**src/rtl/spi_arbiter_if.sv**
```systemverilog
// spi_arbiter_if: requester, receive and byte-engine signals of the
// SPI arbiter, bundled with arbiter (slave) and environment (master) views.
interface spi_arbiter_if;
  logic       r0_req;
  logic       r0_last;
  logic [7:0] r0_tx;
  logic       r0_ack;
  logic       r1_req;
  logic       r1_last;
  logic [7:0] r1_tx;
  logic       r1_ack;
  logic [7:0] rx_data;
  logic       rx_valid;
  logic       rx_owner;
  logic       eng_start;
  logic [7:0] eng_tx;
  logic       eng_done;
  logic [7:0] eng_rx;
  logic       ss_n;

  modport slave (
    input  r0_req, r0_last, r0_tx,
    input  r1_req, r1_last, r1_tx,
    input  eng_done, eng_rx,
    output r0_ack, r1_ack,
    output rx_data, rx_valid, rx_owner,
    output eng_start, eng_tx, ss_n
  );

  modport master (
    output r0_req, r0_last, r0_tx,
    output r1_req, r1_last, r1_tx,
    output eng_done, eng_rx,
    input  r0_ack, r1_ack,
    input  rx_data, rx_valid, rx_owner,
    input  eng_start, eng_tx, ss_n
  );
endinterface

```
**src/rtl/spi_arbiter.sv**
```systemverilog
// spi_arbiter: round-robin share of one SPI byte engine between two
// requesters, with registered ss_n setup/hold/gap framing.
module spi_arbiter #(
  parameter int CS_SETUP = 2,
  parameter int CS_HOLD  = 2,
  parameter int GAP      = 4
) (
  input  logic         clk,
  input  logic         rst_n,
  spi_arbiter_if.slave bus
);
  localparam int M1 = (CS_SETUP > CS_HOLD) ? CS_SETUP : CS_HOLD;
  localparam int MX = (M1 > GAP) ? M1 : GAP;
  localparam int CW = $clog2(MX + 1);
  localparam logic [CW-1:0] SETUP_END = CW'(CS_SETUP - 1);
  localparam logic [CW-1:0] HOLD_END  = CW'(CS_HOLD - 1);
  localparam logic [CW-1:0] GAP_END   = CW'(GAP - 1);

  typedef enum logic [2:0] {
    S_IDLE,
    S_SETUP,
    S_XFER,
    S_WAIT,
    S_HOLD,
    S_GAP
  } state_e;

  state_e        state_q, state_d;
  logic [CW-1:0] cnt_q, cnt_d;
  logic          owner_q, owner_d;
  logic          lown_q, lown_d;
  logic          last_q, last_d;
  logic          ss_n_q, ss_n_d;
  logic [7:0]    tx_q, tx_d;
  logic [7:0]    rxd_q, rxd_d;
  logic          rxv_q, rxv_d;
  logic          rxo_q, rxo_d;

  logic       own_req;
  logic       own_last;
  logic [7:0] own_tx;

  assign own_req  = owner_q ? bus.r1_req  : bus.r0_req;
  assign own_last = owner_q ? bus.r1_last : bus.r0_last;
  assign own_tx   = owner_q ? bus.r1_tx   : bus.r0_tx;

  always_comb begin
    state_d = state_q;
    owner_d = owner_q;
    lown_d  = lown_q;
    last_d  = last_q;
    unique case (state_q)
      S_IDLE: begin
        if (bus.r0_req || bus.r1_req) begin
          // contention goes to whoever was not served last
          if (bus.r0_req && bus.r1_req) owner_d = ~lown_q;
          else                          owner_d = bus.r1_req;
          lown_d  = owner_d;
          state_d = S_SETUP;
        end
      end
      S_SETUP: begin
        if (cnt_q == SETUP_END) state_d = S_XFER;
      end
      S_XFER: begin
        last_d  = own_last;
        state_d = S_WAIT;
      end
      S_WAIT: begin
        if (bus.eng_done) begin
          if (last_q || !own_req) state_d = S_HOLD;
          else                    state_d = S_XFER;
        end
      end
      S_HOLD: begin
        if (cnt_q == HOLD_END) state_d = S_GAP;
      end
      S_GAP: begin
        if (cnt_q == GAP_END) state_d = S_IDLE;
      end
      default: state_d = S_IDLE;
    endcase
  end

  always_comb begin
    cnt_d = '0;
    if (state_d == state_q &&
        (state_q == S_SETUP ||
         state_q == S_HOLD  ||
         state_q == S_GAP))
      cnt_d = cnt_q + 1'b1;
    tx_d   = (state_d == S_XFER) ? own_tx : tx_q;
    rxv_d  = (state_q == S_WAIT) && bus.eng_done;
    rxd_d  = rxv_d ? bus.eng_rx : rxd_q;
    rxo_d  = rxv_d ? owner_q : rxo_q;
    // registered from next state so ss_n never glitches
    ss_n_d = (state_d == S_IDLE) || (state_d == S_GAP);
  end

  always_ff @(posedge clk or negedge rst_n) begin
    if (!rst_n) begin
      state_q <= S_IDLE;
      cnt_q   <= '0;
      owner_q <= 1'b0;
      lown_q  <= 1'b1;
      last_q  <= 1'b0;
      ss_n_q  <= 1'b1;
      tx_q    <= 8'h00;
      rxd_q   <= 8'h00;
      rxv_q   <= 1'b0;
      rxo_q   <= 1'b0;
    end else begin
      state_q <= state_d;
      cnt_q   <= cnt_d;
      owner_q <= owner_d;
      lown_q  <= lown_d;
      last_q  <= last_d;
      ss_n_q  <= ss_n_d;
      tx_q    <= tx_d;
      rxd_q   <= rxd_d;
      rxv_q   <= rxv_d;
      rxo_q   <= rxo_d;
    end
  end

  assign bus.eng_start = (state_q == S_XFER);
  assign bus.r0_ack    = (state_q == S_XFER) && !owner_q;
  assign bus.r1_ack    = (state_q == S_XFER) && owner_q;
  assign bus.eng_tx    = tx_q;
  assign bus.rx_data   = rxd_q;
  assign bus.rx_valid  = rxv_q;
  assign bus.rx_owner  = rxo_q;
  assign bus.ss_n      = ss_n_q;
endmodule

```
**src/flat_wrapper.sv**
```systemverilog
// flat-port wrapper written by rule: the top's interface ports become plain ports
module spi_arbiter_flat 
#(
  parameter int CS_SETUP = 2,
  parameter int CS_HOLD  = 2,
  parameter int GAP      = 4
)
  (clk, rst_n, bus_r0_req, bus_r0_last, bus_r0_tx, bus_r1_req, bus_r1_last, bus_r1_tx, bus_eng_done, bus_eng_rx, bus_r0_ack, bus_r1_ack, bus_rx_data, bus_rx_valid, bus_rx_owner, bus_eng_start, bus_eng_tx, bus_ss_n);
  spi_arbiter_if bus_i ();
  input  logic clk;
  input  logic rst_n;
  input wire logic [$bits(bus_i.r0_req)-1:0] bus_r0_req;
  input wire logic [$bits(bus_i.r0_last)-1:0] bus_r0_last;
  input wire logic [$bits(bus_i.r0_tx)-1:0] bus_r0_tx;
  input wire logic [$bits(bus_i.r1_req)-1:0] bus_r1_req;
  input wire logic [$bits(bus_i.r1_last)-1:0] bus_r1_last;
  input wire logic [$bits(bus_i.r1_tx)-1:0] bus_r1_tx;
  input wire logic [$bits(bus_i.eng_done)-1:0] bus_eng_done;
  input wire logic [$bits(bus_i.eng_rx)-1:0] bus_eng_rx;
  output wire logic [$bits(bus_i.r0_ack)-1:0] bus_r0_ack;
  output wire logic [$bits(bus_i.r1_ack)-1:0] bus_r1_ack;
  output wire logic [$bits(bus_i.rx_data)-1:0] bus_rx_data;
  output wire logic [$bits(bus_i.rx_valid)-1:0] bus_rx_valid;
  output wire logic [$bits(bus_i.rx_owner)-1:0] bus_rx_owner;
  output wire logic [$bits(bus_i.eng_start)-1:0] bus_eng_start;
  output wire logic [$bits(bus_i.eng_tx)-1:0] bus_eng_tx;
  output wire logic [$bits(bus_i.ss_n)-1:0] bus_ss_n;
  assign bus_i.r0_req = bus_r0_req;
  assign bus_i.r0_last = bus_r0_last;
  assign bus_i.r0_tx = bus_r0_tx;
  assign bus_i.r1_req = bus_r1_req;
  assign bus_i.r1_last = bus_r1_last;
  assign bus_i.r1_tx = bus_r1_tx;
  assign bus_i.eng_done = bus_eng_done;
  assign bus_i.eng_rx = bus_eng_rx;
  assign bus_r0_ack = bus_i.r0_ack;
  assign bus_r1_ack = bus_i.r1_ack;
  assign bus_rx_data = bus_i.rx_data;
  assign bus_rx_valid = bus_i.rx_valid;
  assign bus_rx_owner = bus_i.rx_owner;
  assign bus_eng_start = bus_i.eng_start;
  assign bus_eng_tx = bus_i.eng_tx;
  assign bus_ss_n = bus_i.ss_n;
  spi_arbiter #(.CS_SETUP(CS_SETUP), .CS_HOLD(CS_HOLD), .GAP(GAP)) u_core (.clk(clk), .rst_n(rst_n), .bus(bus_i));
endmodule
```
**config.mk**
```make
export PLATFORM = sky130hd
export DESIGN_NAME = spi_arbiter_flat
export DESIGN_NICKNAME = d
export VERILOG_FILES = /design/src/rtl/spi_arbiter_if.sv /design/src/rtl/spi_arbiter.sv /design/src/flat_wrapper.sv
export SDC_FILE = /design/constraint.sdc
export NUM_CORES = 1
export LEC_CHECK = 0
export ABC_AREA = 1
export CORE_MARGIN = 1.5
export CORE_UTILIZATION = 35
export CTS_BUF_LIST = sky130_fd_sc_hd__clkbuf_4
export CTS_CLUSTER_DIAMETER = 60
export DETAILED_ROUTE_END_ITERATION = 6
export DONT_BUFFER_PORTS = 1
export REMOVE_ABC_BUFFERS = 1
export SYNTH_ARGS = -nofsm -noshare
export SYNTH_HDL_FRONTEND = slang
export SYNTH_SLANG_ARGS = --single-unit
```
**constraint.sdc**
```tcl
create_clock -name clk -period 1.6 [get_ports clk]
set_input_delay 0.4 -clock clk [delete_from_list [all_inputs] [get_ports clk]]
set_output_delay 0.4 -clock clk [all_outputs]
set_load 0.01 [all_outputs]
```
* Word-level counts from Yosys, hierarchy flattened *
Cells that the tools add are included.

word-level totals
  memory bits (read-only) = 0
  bits of input ports = 31
  latch bits = 0
  register bits after elaboration = 28
  memories = 0
  logic and storage cells = 49
  output and inout bits = 22
  RAM bits = 0

cells by class
  div/mod/pow operators = 0
  reductions and logical operators = 15
  multipliers = 0
  order comparisons = 0
  bitwise operators = 1
  equal/unequal tests = 10
  $add $sub $neg = 1
  shift operators = 0
  muxes and demuxes = 12

operators by type and width
  cell                   count
  $mux W3                7
  $pmux W3 S6            1
  $eq A3 B2 Y1 const B   4
  $eq A3 B3 Y1 const B   3
  $mux W8                1
  $eq A3 B1 Y1 const B   2
  $logic_not A3 Y1       2
  $logic_and A1 B1 Y1    5
  $logic_or A1 B1 Y1     5
  $add A3 B1 Y3 const B  1
  $eq A3 B3 Y1           1
  $mux W1                3
  $logic_not A1 Y1       2
  $reduce_and A2 Y1      1
  $not A1 Y1             1

* Depth between registers and ports, before layout *
  depth in word-level cells = 9
  depth in mapped cells = 13
  gate-level depth less buffers = 13

* Worst setup path before layout *
Ideal clock, no wire load.

  path kind = flip-flop to output port
  start = reg u_core.state_q[2]
  end = out bus_r0_ack
  data arrival time = 1.115 ns
  setup slack = 0.085 ns
  data required time = 1.200 ns
  path buffers = 0
  stages on the path, launching flop included = 6
  cells stage by stage = dfrtp_1 > inv_2 > nand2_1 > nor2_1 > inv_1 > nor2_1

between the ends
  longest elaborated chain between the ends = 2

RTL lines
  what                     line                text
  start, declared          spi_arbiter.sv:28   state_e state_q, state_d;
  start signal, assigned   spi_arbiter.sv:113  state_q <= state_d;
  $eq A3 B2 Y1             --
  named net bus_eng_start  flat_wrapper.sv:25  output wire logic [$bits(bus_i.eng_start)-1:0] bus_eng_start;
  $logic_and A1 B1 Y1      spi_arbiter.sv:127  assign bus.r0_ack = (state_q == S_XFER) && !owner_q;
  end, declared            flat_wrapper.sv:20  output wire logic [$bits(bus_i.r0_ack)-1:0] bus_r0_ack;

The timed path passes the listed nets, and every way through them passes these cells.

* Worst setup path in the final report *
  start = reg u_core.state_q[2]
  end = out bus_r1_ack

between the ends
  longest elaborated chain between the ends = 2

RTL lines
  what                 line                text
  $eq A3 B2 Y1         spi_arbiter.sv:128  assign bus.r1_ack = (state_q == S_XFER) && owner_q;
  $logic_and A1 B1 Y1  spi_arbiter.sv:128
  end, declared        flat_wrapper.sv:21  output wire logic [$bits(bus_i.r1_ack)-1:0] bus_r1_ack;

Every way passes these cells.

==> key figures <==
Timing
  – Final min period: 1600 ps
  – FMAX: 624 MHz
  – Slew Viols, Final: 0
  – Worst Clk Skew: 5.66 ps
  – Max transition margin: 82.8%
  – Final Worst Setup Slack: -1.34 ps
  – Final Hold Fails: 0
  – Period utilisation layout: 100%
  – Unrepaired setup endpoints after global routing: true
  – Worst Tran Pin Value: 259 ps
  – Final setup viols: 1

Place
  – Placed cells: 235
  – HPWL after DPL: 2340 um
  – RePlAce Congestion: 0.911
  – Port buffer count: 0
  – Cell Area, Placed: 1490 um2

Run status
  – Violations in the final reports: negative setup slack
  – Outcome: finished with violations

Worst setup path
  – Worst Setup Path Type: flop to primary output
  – Worst EP arrival: 1200 ps
  – CP Capture Type: primary output
  – Crit path required time: 1200 ps
  – Startpoint types: flop
  – CP most frequent cell: nor2_4
  – Worst-path cell chain: inv_2 > nand2_4 > nor2_4 > inv_4 > nor2_4
  – Crit path max-delay family: flip-flops
  – Worst Path Buf+Inv: 2
  – Delay of the slowest critical-path stage: 430 ps
  – Critical path startpoint: u_core.state_q[2]$_DFF_PN0_
  – Maximum fanout along the worst path: 3
  – Crit path max-delay cell type: dfrtp_1
  – Crit Reg-Reg Startpoint: u_core.cnt_q[1]$_DFF_PN0_

Layout
  – Commonest cells after routing, fill and taps aside: nand2_1 (76), dfrtp_1 (25), nand2_2 (15)
  – Fin area: 1780 um2
  – # nets final: 237
  – # diodes: 0
  – Most common cell after layout, fill and taps aside: nand2_1
  – Utilization after layout: 47.6%
  – Fill count: 403
  – Area grow syn2layout: 27.0%
  – Layout cells sized above 1: 33.7%
  – Final std cells w/o fill: 250

Floorplanning
  – Core area: 3740 um2
  – Starting Density: 37.5%
  – Die W: 66.3 um
  – Die Y: 66.3 um
  – Die ar.: 4400 um2
  – Num rows: 22
  – Num ports: 53

Global routing
  – Met3 usage in global routing: 4.60%
  – Largest net degree at the start of global routing: 29
  – GR Util met1: 21.9%
  – Overflow after GRT: 0
  – Gr usage total: 16.1%
  – First-pass GRT wire length: 5330 um
  – Met2 usage: 24.8%
  – Vias in the first global route: 1117
  – Most Crowded Layer GR: met2
  – Initial antenna violation count: 0

Route
  – Avg WL per Cell: 13.4 um
  – Initial drt markers: 52
  – ANT nets after route: 0
  – Routed via count: 1199
  – Total wire length: 3360 um
  – Via-to-Cell Ratio: 4.80
  – Pre-antenna DRT Iters: 4
  – Residual DRC count: 0

Clocking
  – CTS buffer count: 3
  – CTS Sinks: 28
  – Clk Latency, worst-skew pair: 320 ps
  – Clk slew on worst S/H paths: 150 ps
  – Clock Tree Root: clkbuf_4
  – CTS tree: built
  – Max H-tree Level: 1
  – Clock buffer depth: 2

Synthesis
  – Post-synthesis register bit count: 28
  – Synth Instances: 185
  – Synth Warn #: 0
  – Post-Syn Area: 1400 um2
  – Syn Area/Cell: 7.59 um2
  – Count of cell types in the netlist: 22
  – Seq/Total Area, Yosys: 50.1%

Flow run
  – Max Cap Viol: 0

Pwr
  – Leakage power: 0.909 nW
  – Peak supply drop: 0.000842 V
  – Power density over cell area: 2020 nW/um2

Min path
  – Hold_sp: bus_eng_rx[1]
  – Hold Path Class: input pin to flop
## kinds of logic (layout without fill, tap and decap cells)
kind of cell               Yosys count  count (layout)  share of synthesized area (%)
DFF                                 28              28                           50.1
and+or+nand+nor                    122             123                           35.7
adders and majority gates            3               3                           2.67
buffers and inverters               24              40                           7.40
AOI/OAI and AO/OA                    8               8                           4.19
## cell type report
class                   instances  area (um2)  area share (%)
multi-input cells             134         762            42.7
flip-flops and latches         28         704            39.5
repair buffers                 16         135            7.58
inverters                      20        95.1            5.33
well taps                      48        60.1            3.37
clock buffers                   3        22.5            1.26
clock inverters                 1        3.75           0.211
## registers in the layout, summed over array words and instances, names as in the netlist
| register | flops |
|---|---|
| u_core.bus.rx_data | 8 |
| u_core.bus.rx_valid | 1 |
| u_core.last_q | 1 |
| u_core.lown_q | 1 |
| u_core.bus.eng_tx | 8 |
| u_core.owner_q | 1 |
| u_core.cnt_q | 3 |
| u_core.bus.ss_n | 1 |
| u_core.bus.rx_owner | 1 |
| u_core.state_q | 3 |
## power breakdown
part           internal (mW)  switching [mW]  total (mW)  leakage, nW
combinational          0.721            1.20        1.92        0.541
clock                 0.0914           0.204       0.295       0.0154
sequential              1.04           0.346        1.39        0.353
total                   1.85            1.75        3.60        0.909
## path summary, 6_finish.rpt
kind | slack [ps] | depth (start not counted) | endpoint
worst min register to register | 520 | 2 | u_core.lown_q$_DFFE_PN1P_
min in group asynchronous | 490 | 2 | u_core.bus.eng_tx[1]$_DFFE_PN0N_
worst max register to register | 60 | 12 | u_core.bus.eng_tx[1]$_DFFE_PN0N_
worst min-delay path | 180 | 2 | u_core.bus.rx_data[1]$_DFFE_PN0P_
worst max-delay path | -1 | 5 | bus_r1_ack
max in group asynchronous | 880 | 2 | u_core.bus.ss_n$_DFF_PN1_
## Yosys cell counts, drive strengths merged
cell | instances | area (um2)
dfrtp | 26 | 651
inv | 20 | 80.1
buf | 3 | 20.0
and3 | 1 | 6.26
o21ai | 4 | 31.3
nor2 | 16 | 70.1
nand3 | 10 | 50.1
dfstp | 2 | 52.6
ha | 3 | 37.5
or2 | 1 | 6.26
o211ai | 2 | 15.0
o31ai | 1 | 7.51
clkbuf | 1 | 3.75
a21oi | 1 | 5.00
nand2 | 94 | 368
## metrics by stage
step	setup WS [ps]	hold slack [ps]	power (mW)	TNS, ps
3_3_place_gp	47.6	105	2.68	0
3_5_place_dp	7.56	105	2.69	0
6_report	-1.34	181	3.60	-1.34
4_1_cts	-29.4	171	3.18	-29.4
5_1_grt	-83.6	163	3.90	-405
2_1_floorplan	84.6	104	2.32	0
## timing repair
action,4_1_cts,5_1_grt
pin swaps,5,14
resized for setup,12,39
hold endpoints to repair,28,0
setup buffers,5,3
hold buffers,2,0
cloned,0,1
endpoints found under the setup margin,10,14
## routing by layer
metal  vias to the layer above  part of all wire, %
li1                        603                    -
met1                       542                   42
met2                        50                   49
met3                         4                  7.9
met4                         0                 0.83
met5                         -                    0
No activity file was read; power rests on OpenSTA's default activity.
